### src/rtl/if_id_fifo_pkg.sv
// Shared IF/ID constants and the buffered entry layout.
// Also used by the IF, ID and hazard logic.
package if_id_fifo_pkg;

  localparam int unsigned XLEN = 32;

  // addi x0,x0,0: shown to decode whenever the buffer holds nothing
  localparam logic [XLEN-1:0] NOP_INST_WORD = 32'h0000_0013;

  typedef struct packed {
    logic [XLEN-1:0] inst;
    logic [XLEN-1:0] pc;
    logic [XLEN-1:0] pc4;
  } if_id_entry_t;

endpackage

### src/rtl/if_id_fifo.sv
// Two-entry (DEPTH) decoupling buffer between instruction fetch and decode.
//
// Ports:
//   clk, rst                 clock and synchronous active-high reset
//   in_valid/in_inst/in_pc/in_pc4   fetch-side entry
//   in_ready                 buffer not full (registered state only)
//   pc_hold                  ~in_ready, freezes the PC register
//   flush                    redirect from execute, empties the buffer
//   out_valid/out_inst/out_pc/out_pc4   head entry; NOP/0/0 when empty
//   out_ready                decode consumes the head
module if_id_fifo
  import if_id_fifo_pkg::*;
#(
  parameter int unsigned     DEPTH    = 2,
  parameter logic [XLEN-1:0] NOP_INST = NOP_INST_WORD
) (
  input  logic            clk,
  input  logic            rst,
  input  logic            in_valid,
  input  logic [XLEN-1:0] in_inst,
  input  logic [XLEN-1:0] in_pc,
  input  logic [XLEN-1:0] in_pc4,
  output logic            in_ready,
  output logic            pc_hold,
  input  logic            flush,
  output logic            out_valid,
  output logic [XLEN-1:0] out_inst,
  output logic [XLEN-1:0] out_pc,
  output logic [XLEN-1:0] out_pc4,
  input  logic            out_ready
);

  localparam int unsigned AW    = $clog2(DEPTH);
  localparam int unsigned PTR_W = AW + 1;
  localparam logic [PTR_W-1:0] FULL_CNT = PTR_W'(DEPTH);

  logic [PTR_W-1:0] rd_ptr;
  logic [PTR_W-1:0] wr_ptr;
  logic [PTR_W-1:0] count;
  if_id_entry_t     mem [DEPTH];
  if_id_entry_t     head;
  logic             push;
  logic             pop;

  // Advance a pointer, wrapping modulo DEPTH (top bit stays clear).
  function automatic logic [PTR_W-1:0] ptr_inc(input logic [PTR_W-1:0] p);
    return PTR_W'(AW'(p[AW-1:0] + AW'(1)));
  endfunction

  // Handshake: readiness comes from registered occupancy only.
  assign in_ready  = (count != FULL_CNT);
  assign pc_hold   = ~in_ready;
  assign out_valid = (count != '0);
  assign push      = in_valid & in_ready;
  assign pop       = out_valid & out_ready;
  assign head      = mem[rd_ptr[AW-1:0]];

  // Head presentation; constants when empty so stale storage never leaks.
  always_comb begin
    out_inst = NOP_INST;
    out_pc   = '0;
    out_pc4  = '0;
    if (out_valid) begin
      out_inst = head.inst;
      out_pc   = head.pc;
      out_pc4  = head.pc4;
    end
  end

  // Storage array; no reset needed since count gates visibility.
  always_ff @(posedge clk) begin
    if (!rst && !flush && push) begin
      mem[wr_ptr[AW-1:0]] <= '{inst: in_inst, pc: in_pc, pc4: in_pc4};
    end
  end

  // Pointers and occupancy: rst > flush > push/pop.
  always_ff @(posedge clk) begin
    if (!rst) begin
      assert (count <= FULL_CNT);
      assert (!(pop && (count == '0)));
    end
    if (rst || flush) begin
      rd_ptr <= '0;
      wr_ptr <= '0;
      count  <= '0;
    end else begin
      if (push) wr_ptr <= ptr_inc(wr_ptr);
      if (pop)  rd_ptr <= ptr_inc(rd_ptr);
      case ({push, pop})
        2'b10:   count <= count + PTR_W'(1);
        2'b01:   count <= count - PTR_W'(1);
        default: count <= count;
      endcase
    end
  end

endmodule

### config.mk
export PLATFORM = sky130hd
export DESIGN_NAME = if_id_fifo
export DESIGN_NICKNAME = d
export VERILOG_FILES = /design/src/rtl/if_id_fifo_pkg.sv /design/src/rtl/if_id_fifo.sv
export SDC_FILE = /design/constraint.sdc
export NUM_CORES = 1
export LEC_CHECK = 0
export CAP_MARGIN = 5
export CORE_MARGIN = 10
export CORE_UTILIZATION = 40
export CTS_CLUSTER_SIZE = 25
export DETAILED_ROUTE_END_ITERATION = 10
export GPL_ROUTABILITY_DRIVEN = 0
export PLACE_DENSITY = 0.69
export SLEW_MARGIN = 20
export SYNTH_ARGS = -nofsm -noshare
export SYNTH_HDL_FRONTEND = slang
export SYNTH_SLANG_ARGS = --single-unit
### constraint.sdc
create_clock -name clk -period 9.51 [get_ports clk]
set_clock_uncertainty 0.2 [all_clocks]
set_input_delay 1.4265 -clock clk [delete_from_list [all_inputs] [get_ports clk]]
set_output_delay 1.4265 -clock clk [all_outputs]
set_load 0.03 [all_outputs]
==> results_dict.tcl <==
set metrics [dict create \
    avgSynthCellArea_um2 17.1 \
    grt_pass1_vias 4492 \
    cts_made_buffers 17 \
    root_buffer "clkbuf_16" \
    final_cell_count_no_fill 880 \
    holdCritPathClass "flip-flop to flip-flop" \
    seqPwrFrac 0.517 \
    postRouteAntennaNets 0 \
    synth_cells 435 \
    cts_setup_buffers 0 \
    startpoint_type "flip-flop" \
    pin_count 200 \
    drc 0 \
    clkPwrFrac 0.379 \
    seq_area_frac_synth 0.787 \
    clock_latency_ps 420 \
    power_frac_comb 0.104 \
    clockBufferDepth 2 \
    crit_type "flip-flop to output port" \
    vias_per_cell 4.85 \
    synth.distinct_cells 20 \
    grt_max_degree 95 \
    drive_gt1_frac 0.0662 \
    postCtsHoldBufs 0 \
    utilization 0.565 \
    fmax_mhz 205 \
    clk_pin_slew_ps 70 \
    num_rows 49 \
    htreeDepth 4 \
    grt_first_pass_wirelength_mm 24.9 \
    layout_min_cycle_time_ps 4880 \
    cp_slowest_stage_delay_ps 880 \
    rsz0062_at_grt "false" \
    crit_family "buffers and inverters" \
    cap_violations 0 \
    synth.top_cells.by_count "edfxtp_1 (192), nor2_1 (97), mux2i_1 (96)" \
    worstPathCellList "buf_4 > mux2i_1 > nor2_1 > clkdlybuf4s50_1" \
    synth_seq_cells 197 \
    initial_core_util 0.411 \
    dp_hpwl_mm 11.1 \
    leakage_nw 3.25 \
    busiest_layer "met2" \
    synth.area.top_cells "edfxtp_1 (77%), mux2i_1 (13%), nor2_1 (4.9%), dfxtp_1 (1.3%), buf_2 (0.87%)" \
    dr.pass1.iters 4 \
    final-setup-viol-count 0 \
    totalWireLength_mm 16.6 \
    worst_path_max_delay_cell "dfxtp_4" \
    fin_crit_sh 0.513 \
    met2_usage 0.210 \
    ys_async_sr_fraction 0 \
    synth_top_area_cell "edfxtp_1" \
    finalSetupTns_ps 0 \
    fp.dieArea_mm2 0.0245 \
    fill_cells 1411 \
    yosysMostFrequentCell "edfxtp_1" \
    area_growth_pct 37.6 \
    first_iter_violations 277 \
    power.switching_uw 434 \
    p_sw_frac 0.230 \
    syn_nets 537 \
    worst-path-buf-inv 2 \
    cp_data_required_time_ps 7880 \
    use_met3 0.0595 \
    max_slew_margin 0.309 \
    powerDensity_mw_per_mm2 184 \
    die_x_um 157 \
    die_height_um 157 \
    grtUsageTotal 0.132 \
    synth.top_cell.area_share 0.773 \
    grt-ovfl-total 0 \
    via_count 4270 \
    io_buffers 199 \
    critPathArrivalTime_ps 3260 \
    status "completed" \
    grt_util_met1 0.161 \
    cts_tree "yes" \
    antenna_found_initial 2 \
    synth_area_mm2 0.00746 \
    nets 739 \
    synth_edf_count 192 \
    worst_pin_slew_ps 1040 \
    holdWs_ps 326 \
    cp_max_fo 50 \
    yosysWarnings 0 \
    cts_resized 0 \
    dp_cells 847 \
    end_kind "output port" \
    finalHoldViolations 0 \
    peakVddDrop_mv 0.120 \
    p_int_mw 1.46 \
    core_area_mm2 0.0181 \
    synthFlopType "edfxtp_1" \
    slew_violations 0 \
    cts_sinks 197 \
    wl_per_cell_um 18.9 \
]
## flip-flops by register name (all words and copies together), names as in the netlist, named ones only
register  count
count         2
wr_ptr        1
mem         192
rd_ptr        1
## metrics by stage
stage	area [µm²]	total power, mW	setup slack (ps)
global placement	9670	1.19	5040
CTS	10300	1.91	4540
global route	10300	1.96	4410
finish	10300	1.89	4630
floorplan	7460	1.09	277
detailed placement	9670	1.20	5000
## final timing paths
path	startpoint	slack, ps	endpoint	cells past startpoint
setup / recovery	flip-flop	4630	out_pc4[31]	4
hold / removal	rd_ptr[0]$_SDFFE_PP0P_	330	flip-flop	2
setup reg to reg	count[0]$_SDFFE_PP0P_	7070	mem[0][31]$_DFFE_PP_	4
hold reg to reg	rd_ptr[0]$_SDFFE_PP0P_	330	flip-flop	2
## cell type report
| type | instances | area, µm² | share of cell area |
|---|---|---|---|
| clock buffer | 17 | 425 | 0.0415 |
| timing repair buffer | 205 | 2040 | 0.198 |
| clock inverter | 15 | 169 | 0.0165 |
| multi-input combinational | 212 | 1460 | 0.142 |
| inverter | 4 | 15.0 | 0.00146 |
| sequential | 197 | 5870 | 0.572 |
| tap | 229 | 287 | 0.0279 |
| antenna | 1 | 2.50 | 0.000244 |
## worst min-delay path, delay by kind of cell, from the launching register on
family        cells  cell delay [ps]
xor+xnor          1               80
flops             1              330
simple gates      1               70
## cell families (layout without fill, tap and decap cells)
group / after synthesis / in the layout / synth area share
buf+inv: 26 / 241 / 0.0203
mux: 96 / 96 / 0.129
xor+xnor: 3 / 3 / 0.00352
fa+ha+maj: 1 / 1 / 0.00168
compound gates: 5 / 5 / 0.00369
simple gates: 107 / 107 / 0.0554
other cells: 0 / 1 / 0
flops: 197 / 197 / 0.787
## power by group through the flow
| stage | logic, mW | clock network [mW] | registers [mW] |
|---|---|---|---|
| after floorplan | 0.0943 | 0 | 0.997 |
| after global placement | 0.195 | 0 | 0.996 |
| after detailed placement | 0.198 | 0 | 0.997 |
| after CTS | 0.200 | 0.735 | 0.977 |
| after global routing | 0.208 | 0.773 | 0.978 |
| final | 0.196 | 0.716 | 0.977 |
## layer usage
| layer | up-vias | share of wire |
|---|---|---|
| met5 | - | 0 |
| met4 | 0 | 0.010 |
| met3 | 17 | 0.084 |
| met2 | 163 | 0.48 |
| met1 | 2080 | 0.43 |
| li1 | 2010 | - |
## cell usage in the layout, fill, tap and decap left out
| cell type | synthesis | routed |
|---|---|---|
| a21o_1 | 1 | 1 |
| a21oi_1 | 2 | 2 |
| buf_4 | 0 | 6 |
| bufinv_16 | 0 | 2 |
| clkbuf_16 | 0 | 17 |
| clkdlybuf4s50_1 | 0 | 199 |
| clkinv_2 | 0 | 2 |
| clkinv_4 | 0 | 2 |
| clkinvlp_4 | 0 | 2 |
| dfxtp_1 | 5 | 4 |
| dfxtp_4 | 0 | 1 |
| diode_2 | 0 | 1 |
| edfxtp_1 | 192 | 192 |
| ha_1 | 1 | 1 |
| inv_1 | 4 | 4 |
| inv_6 | 0 | 5 |
| inv_8 | 0 | 2 |
| mux2i_1 | 96 | 96 |
| nand2_1 | 4 | 4 |
| nand2b_1 | 1 | 1 |
| nand3_1 | 1 | 1 |
| nor2_1 | 97 | 96 |
| nor2_4 | 0 | 1 |
| nor3_2 | 0 | 2 |
| o21ai_0 | 2 | 2 |
| or2_2 | 1 | 1 |
| or3_1 | 1 | 1 |
| xnor2_1 | 1 | 1 |
| xor2_1 | 2 | 2 |
Note: power is estimated with default switching activity, not from simulation.
